--- config.mk ---
export PLATFORM = sky130hd
export DESIGN_NAME = alu_arbiter
export DESIGN_NICKNAME = d
export VERILOG_FILES = /design/src/rtl/alu_arbiter.sv
export SDC_FILE = /design/constraint.sdc
export NUM_CORES = 1
export LEC_CHECK = 0
export CAP_MARGIN = 25
export CELL_PAD_IN_SITES_DETAIL_PLACEMENT = 1
export CELL_PAD_IN_SITES_GLOBAL_PLACEMENT = 1
export CORE_ASPECT_RATIO = 0.6
export CORE_MARGIN = 2
export CORE_UTILIZATION = 31
export CTS_BUF_LIST = sky130_fd_sc_hd__clkbuf_8
export DETAILED_ROUTE_END_ITERATION = 8
export GPL_ROUTABILITY_DRIVEN = 0
export PLACE_DENSITY_LB_ADDON = 0.1
export SYNTH_ARGS = -nofsm -noshare
export SYNTH_HDL_FRONTEND = slang
export SYNTH_SLANG_ARGS = --single-unit
--- constraint.sdc ---
create_clock -name clk_i -period 1.6 [get_ports clk_i]
set_input_delay 0.24 -clock clk_i [delete_from_list [all_inputs] [get_ports clk_i]]
set_output_delay 0.24 -clock clk_i [all_outputs]
set_load 0.05 [all_outputs]
--- src/rtl/alu_arbiter.sv ---
// alu_arbiter: shares one combinational ALU between two requesters with a 3-state handshake FSM.
// Define ALU_ARB_FIXED_PRIO_EN to make req0 always win contention (default: round-robin).
module alu_arbiter #(
    parameter int N = 4
) (
    input  logic         clk_i,
    input  logic         rst_ni,
    input  logic         req0_valid_i,
    output logic         req0_ready_o,
    input  logic [3:0]   req0_opcode_i,
    input  logic [N-1:0] req0_a_i,
    input  logic [N-1:0] req0_b_i,
    input  logic         req1_valid_i,
    output logic         req1_ready_o,
    input  logic [3:0]   req1_opcode_i,
    input  logic [N-1:0] req1_a_i,
    input  logic [N-1:0] req1_b_i,
    output logic [3:0]   alu_opcode_o,
    output logic [N-1:0] alu_a_o,
    output logic [N-1:0] alu_b_o,
    input  logic [N-1:0] alu_result_i,
    input  logic         alu_c_i,
    input  logic         alu_z_i,
    input  logic         alu_n_i,
    input  logic         alu_v_i,
    output logic         rsp_valid_o,
    input  logic         rsp_ready_i,
    output logic         rsp_id_o,
    output logic [N-1:0] rsp_result_o,
    output logic         rsp_c_o,
    output logic         rsp_z_o,
    output logic         rsp_n_o,
    output logic         rsp_v_o
);
    typedef enum logic [1:0] {IDLE, EXEC, RESP} state_t;
    state_t       r_state;
    logic [3:0]   r_op;
    logic [N-1:0] r_a, r_b;
    logic         r_id;
    logic         w_pick1, w_idle, w_grant;
`ifdef ALU_ARB_FIXED_PRIO_EN
    assign w_pick1 = req1_valid_i & ~req0_valid_i;
`else
    // r_last = 1 means req1 was granted last, so req0 wins the next contention
    logic r_last;
    assign w_pick1 = req1_valid_i & (~req0_valid_i | ~r_last);
`endif
    assign w_idle       = r_state == IDLE;
    assign req0_ready_o = w_idle & req0_valid_i & ~w_pick1;
    assign req1_ready_o = w_idle & w_pick1;
    assign w_grant      = req0_ready_o | req1_ready_o;
    assign alu_opcode_o = r_op;
    assign alu_a_o      = r_a;
    assign alu_b_o      = r_b;
    always_ff @(posedge clk_i or negedge rst_ni) begin
        if (!rst_ni) begin
            r_state      <= IDLE;
            r_op         <= '0;
            r_a          <= '0;
            r_b          <= '0;
            r_id         <= 1'b0;
`ifndef ALU_ARB_FIXED_PRIO_EN
            r_last       <= 1'b1;
`endif
            rsp_valid_o  <= 1'b0;
            rsp_id_o     <= 1'b0;
            rsp_result_o <= '0;
            rsp_c_o      <= 1'b0;
            rsp_z_o      <= 1'b0;
            rsp_n_o      <= 1'b0;
            rsp_v_o      <= 1'b0;
        end else begin
            case (r_state)
                IDLE: if (w_grant) begin
                    r_op    <= w_pick1 ? req1_opcode_i : req0_opcode_i;
                    r_a     <= w_pick1 ? req1_a_i : req0_a_i;
                    r_b     <= w_pick1 ? req1_b_i : req0_b_i;
                    r_id    <= w_pick1;
`ifndef ALU_ARB_FIXED_PRIO_EN
                    r_last  <= w_pick1;
`endif
                    r_state <= EXEC;
                end
                EXEC: begin
                    rsp_valid_o  <= 1'b1;
                    rsp_id_o     <= r_id;
                    rsp_result_o <= alu_result_i;
                    rsp_c_o      <= alu_c_i;
                    rsp_z_o      <= alu_z_i;
                    rsp_n_o      <= alu_n_i;
                    rsp_v_o      <= alu_v_i;
                    r_state      <= RESP;
                end
                RESP: if (rsp_ready_i) begin
                    rsp_valid_o <= 1'b0;
                    r_state     <= IDLE;
                end
                default: r_state <= IDLE;
            endcase
        end
    end
endmodule

==> impl_metrics.yaml <==
outcome:
  status: "complete, but fails checks"
  violations: "negative setup slack"
grt:
  overflow: 0
  grt_max_degree: 27
  grt_use_total_pct: 16.2
  grt_pass1_vias: 1055
  antenna_found_initial: 0
  grt_pass1_wl_mm: 5.39
timing:
  drv_slew: 0
  finalClockSkew_ns: 0.00933
  setup_slack_ns: -0.00198
  setup_viol: 1
  period_needed_ns: 1.60
  fin_crit_sh_pct: 100
  hold_viol_final: 0
  clock.fmax_ghz: 0.624
  worstMarginPinSlew_ns: 0.345
  rsz0062_at_grt: "yes"
  finalSetupTns_ns: -0.00198
  whs_ns: 0.343
  max_slew_margin_pct: 77.0
synth:
  syn-cell-area_um2: 1180
  synth-edff-count: 0
  synth_ff_type: "dfrtp_1"
  syn_nets: 117
  synthArstFlopShare_pct: 100
  yosys_warnings: 0
  synth_area_leaders: "dfrtp_1 53%, mux2_2 24%, mux2_4 10%, dfstp_2 2.2%, a21bo_4 1.4%"
  avgSynthCellArea_um2: 14.8
  ys_ff_latch: 26
  ys_types: 19
  yosys.area.top_type: "dfrtp_1"
  ys_seq_area_share_pct: 55.1
  synthCells: 80
  synth_common_cells: "25 x dfrtp_1, 25 x mux2_2, 8 x mux2_4"
  yosys.area.top_type_share_pct: 52.9
setup_path:
  crit_fanout: 2
  r2r-start: "r_last"
  criticalPathCategory: "reg2out"
  cp_data_required_time_ns: 1.36
  cp-end-kind: "primary output"
  start_kind: "flip-flop"
  cp_data_arrival_time_ns: 1.36
  startpoint: "r_state[0]"
clocking:
  cts_max_level: 1
  cts_hold_buf: 0
  cts_buffer_depth: 2
  cts_root_buf: "clkbuf_8"
  numClockSinks: 26
  numCtsBuffers: 3
  cts_tree: "done"
  clkTransAtPathRegs_ns: 0.09
  clk_latency_ns: 0.27
layout:
  drive_above_1_share_pct: 51.9
  final_nets: 192
  syn_to_final_growth_pct: 68.6
  fin_area_um2: 2000
  antennaDiodeCount: 0
  instances_no_fill: 201
  final_core_util_pct: 54.5
floorplan:
  fp.coreArea_um2: 3660
  die_y_um: 51.9
  row_count: 17
  start_util_pct: 32.4
  ios: 61
  die_area_um2: 4340
  chipWidth_um: 83.8
power:
  internal_power_mw: 2.32
  comb_power_share_pct: 63.8
  p_per_area_nw_per_um2: 2180
  p_switching_mw: 2.02
  power_leakage_nw: 0.927
  irDropWorstVdd_mv: 0.941
  seq_power_share_pct: 27.5
  power.total_mw: 4.35
  p_clk_share_pct: 8.7
  switching_share_pct: 46.6
routing:
  drc: 0
  dr.pass1.iters: 4
  ant_nets: 0
  wl_per_cell_um: 15.8
  vias: 916
  drt_wl_total_mm: 3.17
  first_iter_violations: 48
  post_drt_via_cell_ratio: 4.56
placed_design:
  dp_slack_ns: -0.246
  dpl_cell_area_um2: 1850
  dp_cells: 192
  dpl.hpwl_mm: 2.29
  io_buffers: 60
hold_path:
  hold_class: "in2async"
flow_run:
  max_cap_viol_count: 0
-- critical path, stage by stage, from the launching register on --
cell	delay [ns]
dfrtp_1	0.40
or3b_4	0.42
nor2b_4	0.14
buf_12	0.14
-- flip-flops by register name (all words and copies together), names as in the netlist --
| signal | count |
|---|---|
| alu_a_o | 4 |
| alu_b_o | 4 |
| alu_opcode_o | 4 |
| r_id | 1 |
| r_last | 1 |
| r_state | 2 |
| rsp_c_o | 1 |
| rsp_id_o | 1 |
| rsp_n_o | 1 |
| rsp_result_o | 4 |
| rsp_v_o | 1 |
| rsp_valid_o | 1 |
| rsp_z_o | 1 |
-- logic make-up after synthesis --
family / Yosys count / synth area share [%]
compound gates: 6 / 3.70
buf+inv: 5 / 2.64
flops: 26 / 55.1
mux: 33 / 33.9
simple gates: 10 / 4.65
-- layout by cell type, fill, tap and decap left out, types with 2 or more instances in the layout --
cell type        instances
mux2_2                  19
dlygate4sd2_1            2
dfrtp_1                 25
a21oi_1                  2
buf_12                   4
buf_4                   33
clkdlybuf4s50_1         34
nand2_1                  3
clkbuf_8                 3
inv_1                    3
mux2_4                  14
-- repair_timing --
item                                    in CTS  in global routing
buffers inserted                             3                  2
cloned                                       0                  0
gates resized for setup                      5                  7
endpoints found under the setup margin       5                  9
pin swaps                                    2                  1
-- layout make-up --
cell class / instances / area [µm²]
repair buffers: 73 / 686
fillers: 374 / 1660
clock buffers: 3 / 41.3
inverters: 2 / 7.51
flip-flops and latches: 26 / 652
well taps: 47 / 58.8
multi-input cells: 49 / 547
clock inverters: 1 / 3.75
-- power groups by stage --
stage / combinational [mW] / clock, mW / sequential [mW]
floorplan: 0.744 / 0 / 2.21
global placement: 2.59 / 0 / 1.18
detailed placement: 2.64 / 0 / 1.21
CTS: 2.72 / 0.397 / 1.20
global route: 2.91 / 0.426 / 1.26
finish: 2.77 / 0.376 / 1.20
-- metal layers --
layer  vias to the layer above  global-route usage [%]  share of wire (%)
met5                         -                       0                  0
met4                         0                    2.42               0.32
met2                        26                    28.8                 52
li1                        429                       -                  -
met1                       459                    19.9                 43
met3                         2                    5.24                4.9
-- path summary, 6_finish.rpt --
kind,endpoint,slack (ns),depth (start not counted)
hold / removal,alu_opcode_o[2],0.34,2
hold reg to reg,r_id,0.50,1
max in group asynchronous,r_last,0.95,2
min in group clk_i,r_last,0.47,4
setup / recovery,req0_ready_o,-0.002,3
setup reg to reg,alu_a_o[0],0.03,4
No activity file was read; power rests on OpenSTA's default activity.
